$ cat config.mk
export PLATFORM = sky130hd
export DESIGN_NAME = i2c_response_queue
export DESIGN_NICKNAME = d
export VERILOG_FILES = /design/src/rtl/i2c_response_queue.sv
export SDC_FILE = /design/constraint.sdc
export NUM_CORES = 1
export LEC_CHECK = 0
export CAP_MARGIN = 5
export CELL_PAD_IN_SITES_DETAIL_PLACEMENT = 0
export CELL_PAD_IN_SITES_GLOBAL_PLACEMENT = 1
export CORE_ASPECT_RATIO = 2
export CORE_MARGIN = 5
export CORE_UTILIZATION = 38
export CTS_BUF_LIST = sky130_fd_sc_hd__clkbuf_8
export DETAILED_ROUTE_END_ITERATION = 8
export PLACE_DENSITY = 0.68
export REMOVE_ABC_BUFFERS = 1
export SLEW_MARGIN = 20
export SYNTH_ARGS = -nofsm -noshare
export SYNTH_HDL_FRONTEND = slang
export SYNTH_SLANG_ARGS = --single-unit
$ cat constraint.sdc
create_clock -name clk -period 2.9 [get_ports clk]
set_input_delay 0.58 -clock clk [delete_from_list [all_inputs] [get_ports clk]]
set_output_delay 0.58 -clock clk [all_outputs]
set_load 0.05 [all_outputs]
$ cat src/rtl/i2c_response_queue.sv
// rtl/i2c_response_queue.sv - FIFO of I2C results issued one at a time to the UART packet transmitter
module i2c_response_queue #(
   parameter int DEPTH = 4,
   parameter int CNT_W = 8
) (
   input  logic             clk,
   input  logic             reset,
   input  logic             resp_valid,
   input  logic [7:0]       resp_address,
   input  logic [7:0]       resp_mode,
   input  logic [15:0]      resp_data,
   input  logic             tx_complete,
   output logic             data_ready,
   output logic [7:0]       toPC_address,
   output logic [7:0]       toPC_mode,
   output logic [15:0]      toPC_data,
   output logic             queue_empty,
   output logic             queue_full,
   output logic             overflow,
   output logic [CNT_W-1:0] drop_count,
   input  logic             clear_overflow
);

   localparam int AW = $clog2(DEPTH);
   localparam logic [AW:0] FULL_CNT = DEPTH[AW:0];
   localparam logic [AW:0] CNT_ONE = {{AW{1'b0}}, 1'b1};
   localparam logic [AW-1:0] PTR_ONE = {{(AW-1){1'b0}}, 1'b1};
   localparam logic [CNT_W-1:0] DROP_ONE = {{(CNT_W-1){1'b0}}, 1'b1};

   localparam logic [1:0] IDLE  = 2'd0;
   localparam logic [1:0] ISSUE = 2'd1;
   localparam logic [1:0] BUSY  = 2'd2;

   logic [1:0]    state;
   logic [31:0]   mem [DEPTH];
   logic [AW-1:0] wr_ptr;
   logic [AW-1:0] rd_ptr;
   logic [AW:0]   count;

   logic pop;
   logic push;
   logic drop;

   // A full queue still accepts a push when the head is being loaded the same cycle.
   assign pop         = (state == IDLE) && (count != '0);
   assign queue_empty = (count == '0);
   assign queue_full  = (count == FULL_CNT);
   assign push        = resp_valid && (!queue_full || pop);
   assign drop        = resp_valid && queue_full && !pop;
   assign data_ready  = (state == ISSUE);

   always_ff @(posedge clk) begin
      if (push) begin
         mem[wr_ptr] <= {resp_address, resp_mode, resp_data};
      end
   end

   always_ff @(posedge clk or posedge reset) begin
      if (reset) begin
         state        <= IDLE;
         wr_ptr       <= '0;
         rd_ptr       <= '0;
         count        <= '0;
         toPC_address <= '0;
         toPC_mode    <= '0;
         toPC_data    <= '0;
      end else begin
         if (push) begin
            wr_ptr <= wr_ptr + PTR_ONE;
         end
         if (pop) begin
            rd_ptr <= rd_ptr + PTR_ONE;
            {toPC_address, toPC_mode, toPC_data} <= mem[rd_ptr];
         end
         case ({push, pop})
            2'b10:   count <= count + CNT_ONE;
            2'b01:   count <= count - CNT_ONE;
            default: count <= count;
         endcase

         case (state)
            IDLE:    if (pop) state <= ISSUE;
            ISSUE:   state <= BUSY;
            BUSY:    if (tx_complete) state <= IDLE;
            default: state <= IDLE;
         endcase
      end
   end

   // A drop in the same cycle as a clear restarts the tally at one.
   always_ff @(posedge clk or posedge reset) begin
      if (reset) begin
         overflow   <= 1'b0;
         drop_count <= '0;
      end else if (drop) begin
         overflow <= 1'b1;
         if (clear_overflow) begin
            drop_count <= DROP_ONE;
         end else if (!(&drop_count)) begin
            drop_count <= drop_count + DROP_ONE;
         end
      end else if (clear_overflow) begin
         overflow   <= 1'b0;
         drop_count <= '0;
      end
   end

endmodule

After elaboration in Yosys (flattened, before gate mapping)
Memories as Yosys holds them, arrays and structs flattened. A register that Yosys moved wholly into a read port is not among the register bits.
Index checks and enable logic that the tools add are counted.
Widths: inputs -> output; s select.

cells by class
  eq/ne operators = 8
  reductions and logical operators = 15
  add/subtract/negate cells = 5
  mux-type cells = 12

operators by type and width
  cell                 count
  $mux 8               4
  $add 8x1->8 const B  1
  $reduce_and 8->1     1
  $ne 2x2->1 const B   3
  $pmux 2 s3           1
  $pmux 3 s2           1
  $add 2x1->2 const B  2
  $eq 2x1->1 const B   2
  $eq 2x2->1 const B   2
  $logic_and 1x1->1    4
  $mux 1               4
  $mux 2               2
  $reduce_and 2->1     2
  $reduce_bool 2->1    2
  $add 3x1->3 const B  1
  $eq 3x3->1 const B   1
  $logic_not 3->1      1
  $reduce_bool 3->1    1
  $sub 3x1->3 const B  1
  $logic_not 1->1      2
  $logic_not 2->1      1
  $logic_or 1x1->1     1

word-level totals
  flip-flop bits (word level) = 18
  input bits = 37
  word-level logic and storage cells = 47
  output and inout port bits = 44
  RAM bits = 128
  memories = 1

memories
  memory  depth  width  rd ports  clocked after Yosys merged registers in  write ports  RTL line  source
  mem     4      32     1         1                                        1            35        logic [31:0] mem [DEPTH];

Depth between registers and ports, before layout
Gate-level depths: netlist of the first run.

  word-level depth = 6
  depth in mapped cells = 8
  mapped depth without buffers = 7

Worst setup path after synthesis of the first run
Ideal clock, no wire load.

  kind = register to register
  from = register count[2]
  to = register count[1]
  data required time = 2.836 ns
  clock period less this slack = 2.978 ns
  path buffers = 1
  data arrival time = 2.914 ns
  setup slack = -0.078 ns
  cell stages (with the launch flop) = 9
  path through = dfrtp_1 nor3_1 nor3_1 clkbuf_1 nand2b_1 fa_1 a31oi_1 o221a_2 o21a_1

between the ends
  longest elaborated chain between the ends = 6

RTL lines
  item                                                         RTL line  source
  start, declared                                              38        logic [AW:0] count;
  start signal, assigned                                       76        2'b10: count <= count + CNT_ONE;
  start signal, assigned                                       77        2'b01: count <= count - CNT_ONE;
  start signal, assigned                                       78        default: count <= count;
  $eq 3x3->1 / $reduce_bool 3->1 (equally long branches)       47, 45
  $logic_not 1->1 / $logic_and 1x1->1 (equally long branches)  48, 45
  $logic_or 1x1->1                                             48        assign push = resp_valid && (!queue_full || pop);
  $logic_and 1x1->1                                            48
  $eq 2x1->1 / $eq 2x2->1 (equally long branches)              75        case ({push, pop})
  $pmux 3 s2 / $reduce_bool 2->1 (equally long branches)       n/a

Several ways; a longest one is shown, not always the timed one.
A chain may end at the register's enable or synchronous reset.

Worst setup path in the final report of the first run
  from = register count[2]
  to = output port queue_full

between the ends
  longest elaborated chain between the ends = 1

RTL lines
  item           RTL line  source
  $eq 3x3->1     47        assign queue_full = (count == FULL_CNT);
  end, declared  18        output logic queue_full,

Every way passes these cells.

==> results of run 1 <==
critical path, cell delays in order, from the launching register on:
cell,delay (ps)
dfrtp_1,440
or3b_4,450
clkinv_4,80
clkdlybuf4s50_1,790
flip-flops by register name (all words and copies together) (netlist names):
register / cells
state: 2
toPC_mode: 8
count: 3
mem: 128
toPC_data: 16
rd_ptr: 2
wr_ptr: 2
overflow: 1
toPC_address: 8
drop_count: 8
kinds of logic (layout without fill, tap and decap cells):
family	count (synthesis)	after routing
compound gates	23	23
xor+xnor	7	7
fa+ha+maj	6	6
buf+inv	23	128
flops	178	178
mux	67	67
simple gates	31	31
how the worst max path moves through the flow:
stage	cells after the start	end	slack (ps)	from
floorplan	7	count[2]$_DFFE_PP0P_	-1660	count[2]$_DFFE_PP0P_
global placement	5	drop_count[5]$_DFFE_PP0P_	500	resp_valid
detailed placement	5	drop_count[5]$_DFFE_PP0P_	430	resp_valid
CTS	3	queue_full	70	count[0]$_DFFE_PP0P_
global route	3	queue_full	6	count[0]$_DFFE_PP0P_
finish	3	queue_full	120	count[2]$_DFFE_PP0P_
layer usage:
layer	wire length, µm	vias to the layer above
li1	-	1506
met1	4790	1774
met2	7610	69
met3	400	16
met4	260	0
met5	0	-
area by class of cell:
| cell class | instances | area, µm² | share of cell area, % |
|---|---|---|---|
| Sequential cell | 178 | 5100 | 61.1 |
| Clock inverter | 15 | 178 | 2.13 |
| Clock buffer | 17 | 234 | 2.81 |
| Inverter | 8 | 35.0 | 0.420 |
| Tap cell | 213 | 267 | 3.20 |
| Multi-Input combinational cell | 134 | 1610 | 19.3 |
| Timing Repair Buffer | 88 | 923 | 11.1 |
synthesized netlist by cell type (all sizes together) (4+ instances only):
library cell  instances  area share (%)
a21oi                 5            0.37
and2                  4            0.37
buf                   8            0.66
clkbuf                7            0.39
dfrtp                50              18
edfxtp              128              57
ha                    5            0.92
inv                   7            0.39
mux2                 33             5.5
mux4                 32              11
nor2                  4            0.22
nor3                  5            0.37
o21ai                 6            0.44
o31ai                 4            0.44
xor2                  4            0.52
stage by stage:
| stage | hold slack, ps | setup WS [ps] | util (%) |
|---|---|---|---|
| after CTS | 520 | 70.5 | 47.1 |
| after global routing | 535 | 5.79 | 47.1 |
| after detailed placement | 499 | 434 | 44.8 |
| after floorplan | 494 | -1660 | - |
| after global placement | 492 | 501 | 44.8 |
| final | 514 | 122 | 47.1 |
report_power, final:
part	leakage, nW	switching [mW]	internal (mW)
sequential	1.78	0.435	3.46
clock	0.211	0.885	0.862
combinational	0.910	1.93	1.60
total	2.90	3.25	5.92
==> impl_metrics.yaml, run 1 <==
setup_path:
  r2r-end: "count[1]$_DFFE_PP0P_"
  endpoint_kind: "output port"
  cp.required_ps: 2320
  criticalPathCategory: "reg -> out"
  r2r_setup_slack_ps: 870
  cp-start-kind: "flip-flop"
  reg2reg_from: "count[2]$_DFFE_PP0P_"
  cp.arrival_ps: 2200
  rr_worst_depth: 7
  cp_max_fo: 5
floorplan:
  dieWidth_um: 105
  io_pins: 81
  start_util_pct: 38.4
  std_cell_rows: 69
  dieArea_mm2: 0.0208
  core_area_mm2: 0.0177
  die_h_um: 199
sta:
  final_hold_viol_count: 0
  setup_viol: 0
  worst_pin_slew_ps: 848
  max_slew_margin_pct: 43.5
  finalSetupTns_ps: 0
  drv_slew: 0
  post-route-period-util_pct: 95.8
  rsz0062_at_grt: "false"
  fin_crit_ps: 2780
  skew_ps: 19.3
  max_freq_mhz: 360
worst_hold_path:
  min_from: "toPC_address[5]$_DFFE_PP0N_"
  hp-class: "reg -> reg"
  min_to: "toPC_address[5]$_DFFE_PP0N_"
  worstHoldPathCells: 1
placement:
  gp_congestion: 0.739
  hpwl_um: 8420
  portBuffers: 80
  post_dp_cell_area_mm2: 0.00793
  dp_cells: 621
synthesis:
  synthMuxAreaShare_pct: 16.4
  synth_compound_area_share_pct: 2.36
  synth_area_mm2: 0.00680
  yosysWarnings: 0
  synth-edff-count: 128
  avgSynthCellArea_um2: 20.3
  synth_cell_types: 37
  synthCells: 335
  synth_xor_area_share_pct: 0.902
  async_flop_share_pct: 28.1
  synth-seq-cells: 178
  ys_seq_area_share_pct: 74.9
  synth_simple_gate_area_share_pct: 2.65
  ys.flop_type: "edfxtp_1"
  synthAdderAreaFrac_pct: 1.21
  synth_top_family_by_area: "multiplexers"
cts:
  clk_latency_ps: 450
  cts_resized: 0
  path_clk_slew_ps: 90
  htree_levels: 4
  cts_tree: "built"
  clockRootBuffer: "clkbuf_8"
  numCtsBuffers: 17
  clk_path_buf_depth: 2
  postCtsSetupBuffers: 0
  cts_sinks: 178
  cts_hold_buf: 0
global_route:
  antenna_found_initial: 0
  use_met3_pct: 3.14
  grt_util_all_layers_pct: 13.2
  grt_pass1_vias: 3768
  grtUsageMet1_pct: 13.8
  top_usage_layer: "met2"
  overflow: 0
  grt_max_degree: 38
  grt_pass1_wl_um: 20700
  grt_util_met2_pct: 24.8
power_and_ir_drop:
  p_per_area_mw_per_mm2: 1100
  p_leak_nw: 2.90
  ir_drop_mv: 0.544
  finalPower_mw: 9.18
layout:
  fillers: 1485
  fin_area_mm2: 0.00834
  final_cell_mix: "128 x edfxtp_1, 80 x clkdlybuf4s50_1, 48 x dfrtp_1"
  final_common_cell: "edfxtp_1"
  areaGrowthSynthToFinish_pct: 22.7
  final_cells: 653
  diodes: 0
  fin_nets: 470
  layout-drive-gt1-share_pct: 26.1
routing:
  remaining_drc_errors: 0
  via_count: 3365
  drtIter0Drc: 167
  firstDrtPassIters: 4
  ant_nets: 0
  drt_wl_total_um: 13100
  vias_per_cell: 5.15
  avgRoutedWirePerCell_um: 20.0
run:
  drv_cap: 0
run_status:
  status: "finished clean"
Power figures use the tool's default switching activity.
==> inputs of run 2 (changes only) <==
--- a/config.mk
+++ b/config.mk
@@ -5,6 +5,7 @@
 export SDC_FILE = /design/constraint.sdc
 export NUM_CORES = 1
 export LEC_CHECK = 0
+export ABC_AREA = 1
 export CAP_MARGIN = 5
 export CELL_PAD_IN_SITES_DETAIL_PLACEMENT = 0
 export CELL_PAD_IN_SITES_GLOBAL_PLACEMENT = 1
@@ -13,7 +14,7 @@
 export CORE_UTILIZATION = 38
 export CTS_BUF_LIST = sky130_fd_sc_hd__clkbuf_8
 export DETAILED_ROUTE_END_ITERATION = 8
-export PLACE_DENSITY = 0.68
+export PLACE_DENSITY = 0.72
 export REMOVE_ABC_BUFFERS = 1
 export SLEW_MARGIN = 20
 export SYNTH_ARGS = -nofsm -noshare
==> run 2 against run 1 <==
Synthesized cell count rose by 74%. Global-route usage rose by 1.7 points. Hold slack got worse by 93 ps. Register-to-register slack improved by 80 ps. Maximum frequency rose by 5.0%. Setup slack improved by 130 ps. Critical path depth rose by 1. First-iteration DRC count rose by 30%. Sequential share of layout area fell by 1.1 points. Power rose by 0.13%. Critical path type unchanged. Largest power group is now combinational logic.
==> impl_metrics.yaml, run 2 <==
floorplan:
  dieWidth_um: 106
  die_h_um: 203
  core_area_mm2: 0.0183
  std_cell_rows: 70
  start_util_pct: 38.5
  dieArea_mm2: 0.0215
  io_pins: 81
cts:
  postCtsSetupBuffers: 0
  cts_tree: "built"
  clockRootBuffer: "clkbuf_8"
  cts_sinks: 178
  path_clk_slew_ps: 100
  clk_latency_ps: 460
  clk_path_buf_depth: 2
  numCtsBuffers: 17
  htree_levels: 4
  cts_hold_buf: 0
  cts_resized: 0
power_and_ir_drop:
  ir_drop_mv: 0.607
  p_per_area_mw_per_mm2: 1080
  finalPower_mw: 9.19
  p_leak_nw: 3.10
sta:
  final_hold_viol_count: 0
  max_slew_margin_pct: 37.8
  finalSetupTns_ps: 0
  post-route-period-util_pct: 91.2
  rsz0062_at_grt: "false"
  setup_viol: 0
  fin_crit_ps: 2650
  skew_ps: 14.2
  max_freq_mhz: 378
  worst_pin_slew_ps: 934
  drv_slew: 0
global_route:
  grt_pass1_wl_um: 24500
  grt_util_all_layers_pct: 14.9
  top_usage_layer: "met2"
  use_met3_pct: 3.34
  grt_util_met2_pct: 28.9
  antenna_found_initial: 0
  overflow: 0
  grtUsageMet1_pct: 15.2
  grt_max_degree: 66
  grt_pass1_vias: 4716
synthesis:
  synthCells: 582
  synthAdderAreaFrac_pct: 1.17
  netlist_top_cells_count: "172 x nor2_1, 128 x edfxtp_1, 67 x o21ai_0, 50 x dfrtp_1, 32 x a31oi_1"
  avgSynthCellArea_um2: 12.1
  synth_cell_types: 29
  yosys.area.top_type_share_pct: 54.5
  synth-seq-cells: 178
  synth_compound_area_share_pct: 8.35
  synth_area_mm2: 0.00705
  async_flop_share_pct: 28.1
  synth_area_leaders: "edfxtp_1 55%, dfrtp_1 18%, nor2_1 9.2%, o21ai_0 4.8%, a31oi_1 2.8%"
  synth.largest_area_cell: "edfxtp_1"
  synth.most_common_cell: "nor2_1"
  ys_seq_area_share_pct: 72.3
  synth_simple_gate_area_share_pct: 13.7
  synth_xor_area_share_pct: 0.497
  yosysWarnings: 0
  synthMuxAreaShare_pct: 0
  synth_top_family_by_area: "simple AND/OR/NAND/NOR gates"
  synth-edff-count: 128
  ys.flop_type: "edfxtp_1"
setup_path:
  cp.arrival_ps: 2070
  cp_max_fo: 3
  cp-start-kind: "flip-flop"
  cpPeakStageDelay_ps: 810
  criticalPathCategory: "reg -> out"
  endpoint_kind: "output port"
  worstPathCellList: "nor2_4 > nand2_2 > inv_2 > clkdlybuf4s50_1"
  cp.required_ps: 2320
  slowest_stage: "clkdlybuf4s50_1"
placement:
  post_dp_cell_area_mm2: 0.00811
  gp_congestion: 0.793
  portBuffers: 80
  hpwl_um: 10400
run_status:
  status: "finished clean"
run:
  drv_cap: 0
routing:
  remaining_drc_errors: 0
  firstDrtPassIters: 4
  avgRoutedWirePerCell_um: 17.5
  via_count: 4521
  vias_per_cell: 5.06
  ant_nets: 0
  drt_wl_total_um: 15600
  drtIter0Drc: 217
layout:
  layout-drive-gt1-share_pct: 10.0
  top_regs: "mem x128, toPC_data x16"
  max_flop_register: "mem"
  final_common_cell: "nor2_1"
  final_cell_mix: "168 x nor2_1, 128 x edfxtp_1, 80 x clkdlybuf4s50_1"
  fin_area_mm2: 0.00849
  fin_nets: 707
  diodes: 0
  areaGrowthSynthToFinish_pct: 20.5
  largest_reg_flops: 128
worst_hold_path:
  hp-class: "in -> async"
-- run 2: layout make-up --
| type | count | area (µm²) |
|---|---|---|
| clock buffers | 18 | 248 |
| clock inverters | 14 | 138 |
| fillers | 1605 | 9810 |
| inverters | 28 | 110 |
| multi-input cells | 347 | 1700 |
| flip-flops and latches | 178 | 5100 |
| well taps | 216 | 270 |
| repair buffers | 92 | 928 |
-- run 2: power breakdown --
group	switching, mW	internal [mW]	total [mW]
logic	2.62	1.18	3.81
clock network	0.880	0.787	1.67
registers	0.274	3.44	3.71
-- run 2: per-layer routing --
layer	wire (µm)	share of wire, %
met5	0	0
met4	343	2.2
met3	547	3.5
met2	9020	58
met1	5700	37
-- run 2: logic make-up (layout without fill, tap and decap cells) --
logic type,Yosys count,after routing
fa+ha+maj,6,6
flops,178,178
buf+inv,57,152
compound gates,107,107
simple gates,230,230
xor+xnor,4,4
-- run 2: worst max-delay path, delay by kind of cell (launching register included) --
kind	cells	cell delay (ps)
DFF	1	450
and+or+nand+nor	2	260
buffers and inverters	2	900
-- run 2: worst paths after layout --
| path | startpoint | end | slack (ps) | cells after the start |
|---|---|---|---|---|
| setup reg to reg | count[0]$_DFFE_PP0P_ | mem[2][20]$_DFFE_PP_ | 950 | 5 |
| max in group asynchronous | reset | toPC_mode[7]$_DFFE_PP0N_ | 1780 | 3 |
| hold reg to reg | overflow$_DFFE_PP0P_ | overflow$_DFFE_PP0P_ | 500 | 2 |
| min in group clk | overflow$_DFFE_PP0P_ | overflow$_DFFE_PP0P_ | 500 | 2 |
| hold / removal | reset | rd_ptr[0]$_DFFE_PP0N_ | 420 | 2 |
| setup / recovery | count[0]$_DFFE_PP0P_ | queue_full | 250 | 4 |
-- run 2: stage by stage --
| stage | utilization, % | hold slack, ps | std cells | setup WS, ps |
|---|---|---|---|---|
| 2_1_floorplan | - | 506 | 553 | 383 |
| 3_3_place_gp | 44.3 | 476 | 861 | 579 |
| 3_5_place_dp | 44.3 | 481 | 861 | 516 |
| 4_1_cts | 46.4 | 412 | 893 | 219 |
| 5_1_grt | 46.4 | 437 | 893 | 167 |
| 6_report | 46.4 | 421 | 893 | 254 |
==> inputs of run 3 (changes only) <==
--- a/config.mk
+++ b/config.mk
@@ -14,6 +14,7 @@
 export CORE_UTILIZATION = 38
 export CTS_BUF_LIST = sky130_fd_sc_hd__clkbuf_8
 export DETAILED_ROUTE_END_ITERATION = 8
+export MAX_ROUTING_LAYER = met4
 export PLACE_DENSITY = 0.72
 export REMOVE_ABC_BUFFERS = 1
 export SLEW_MARGIN = 20
==> run 3 against run 2 <==
Power about the same. Clock skew decreased by 1.4 ps. Clock power about the same. Hold slack got worse by 0.80 ps. Sequential power about the same. Cell count unchanged. Final area unchanged. Global-route usage increased by 0.42 points. Setup slack got worse by 4.2 ps. Wire length increased by 0.43%. First-iteration DRC count decreased by 2.8%. Core utilization unchanged. Critical endpoint unchanged. Largest power group unchanged.
==> impl_metrics.yaml, run 3 (same netlist as run 2, synthesis figures left out) <==
run_status:
  status: "finished clean"
sta:
  skew_ps: 12.7
  max_slew_margin_pct: 37.7
  post-route-period-util_pct: 91.4
  fin_crit_ps: 2650
  worst_pin_slew_ps: 934
  setup_slack_ps: 250
  timing.hold.ws_ps: 420
  final_hold_viol_count: 0
  finalSetupTns_ps: 0
  max_freq_mhz: 377
  drv_slew: 0
  rsz0062_at_grt: "false"
  setup_viol: 0
routing:
  firstDrtPassIters: 6
  drtIter0Drc: 211
  remaining_drc_errors: 0
  ant_nets: 0
  vias_per_cell: 5.05
  wl_met2_um: 9090
  dr.max_layer_used: "met4"
  drt_wl_total_um: 15700
  avgRoutedWirePerCell_um: 17.6
  via_count: 4506
  wl_met1_um: 5780
  dr_wl_met3_um: 534
floorplan:
  io_pins: 81
  std_cell_rows: 70
  die_h_um: 203
  dieArea_mm2: 0.0215
  dieWidth_um: 106
  start_util_pct: 38.5
  core_area_mm2: 0.0183
setup_path:
  reg2reg_from: "count[0]$_DFFE_PP0P_"
  cp_top_family: "buffers and inverters"
  cp.arrival_ps: 2070
  cp-start-kind: "flip-flop"
  critPathBufInv: 2
  slowest_stage: "clkdlybuf4s50_1"
  criticalPathCategory: "reg -> out"
  cp_max_fo: 3
  r2r-end: "mem[2][20]$_DFFE_PP_"
  r2r_setup_slack_ps: 940
  rr_worst_depth: 5
  endpoint_kind: "output port"
  cp.required_ps: 2320
  worstPathCellList: "nor2_4 > nand2_2 > inv_2 > clkdlybuf4s50_1"
  cpPeakStageDelay_ps: 810
worst_hold_path:
  hp-class: "in -> async"
layout:
  largest_reg_flops: 128
  final_cell_mix: "168 x nor2_1, 128 x edfxtp_1, 80 x clkdlybuf4s50_1"
  areaGrowthSynthToFinish_pct: 20.5
  layout-drive-gt1-share_pct: 10.0
  fin_nets: 707
  top_regs: "mem x128, toPC_data x16"
  diodes: 0
  utilization_pct: 46.4
  final_common_cell: "nor2_1"
  fillers: 1605
  multi_input_area_mm2: 0.00170
  max_flop_register: "mem"
  seq_area_mm2: 0.00510
global_route:
  overflow: 0
  grt_pass1_wl_um: 24500
  grt_util_all_layers_pct: 15.4
  grt_max_degree: 66
  grt_pass1_vias: 4716
  antenna_found_initial: 0
power_and_ir_drop:
  p_leak_nw: 3.10
  ir_drop_mv: 0.608
  p_per_area_mw_per_mm2: 1080
placement:
  hpwl_um: 10400
  pre_cts_slack_ps: 516
  portBuffers: 80
  gp_congestion: 0.805
run:
  drv_cap: 0
cts:
  clk_latency_ps: 460
  clockRootBuffer: "clkbuf_8"
  cts_hold_buf: 0
  path_clk_slew_ps: 100
  cts_resized: 0
  postCtsSetupBuffers: 0
  cts_tree: "built"
  cts_sinks: 178
  htree_levels: 4
  numCtsBuffers: 17
  clk_path_buf_depth: 2
run 3: cell counts in the layout (fill, tap and decap cells not counted):
Identical to the previous run, type by type.
run 3: routing by layer:
metal | track usage, % | vias up
li1 | - | 2172
met1 | 15.3 | 2203
met2 | 28.9 | 109
met3 | 3.31 | 22
met4 | 5.60 | 0
met5 | - | -
run 3: worst register-to-register path, delay by kind of cell, from the launching register on:
| kind | cells | cell delay, ps |
|---|---|---|
| compound gates | 1 | 540 |
| buf+inv | 1 | 240 |
| simple gates | 3 | 470 |
| flops | 1 | 450 |
run 3: stage by stage:
stage	power, mW	area, µm²	std cells
global placement	7.52	8110	861
global route	9.75	8490	893
detailed placement	7.65	8110	861
CTS	9.32	8490	893
floorplan	6.20	6880	553
finish	9.19	8490	893
run 3: worst max path at each step:
| stage | startpoint | to | slack [ps] | cells past startpoint |
|---|---|---|---|---|
| after floorplan | state[1]$_DFFE_PP0P_ | mem[0][0]$_DFFE_PP_ | 380 | 3 |
| after global placement | resp_valid | mem[0][31]$_DFFE_PP_ | 580 | 4 |
| after detailed placement | resp_valid | count[2]$_DFFE_PP0P_ | 520 | 10 |
| after CTS | count[0]$_DFFE_PP0P_ | queue_full | 220 | 4 |
| after global routing | count[0]$_DFFE_PP0P_ | queue_full | 170 | 4 |
| final | count[0]$_DFFE_PP0P_ | queue_full | 250 | 4 |
run 3: area by class of cell:
cell class | instances | area share [%]
well taps | 216 | 3.18
inverters | 28 | 1.30
clock inverters | 14 | 1.62
flip-flops and latches | 178 | 60.0
repair buffers | 92 | 10.9
multi-input cells | 347 | 20.0
clock buffers | 18 | 2.92
run 3: power breakdown:
| part | internal (mW) | switching (mW) | leakage, nW | total [mW] |
|---|---|---|---|---|
| logic | 1.18 | 2.63 | 1.14 | 3.81 |
| clock network | 0.787 | 0.882 | 0.205 | 1.67 |
| registers | 3.44 | 0.273 | 1.75 | 3.71 |
| total | 5.41 | 3.78 | 3.10 | 9.19 |
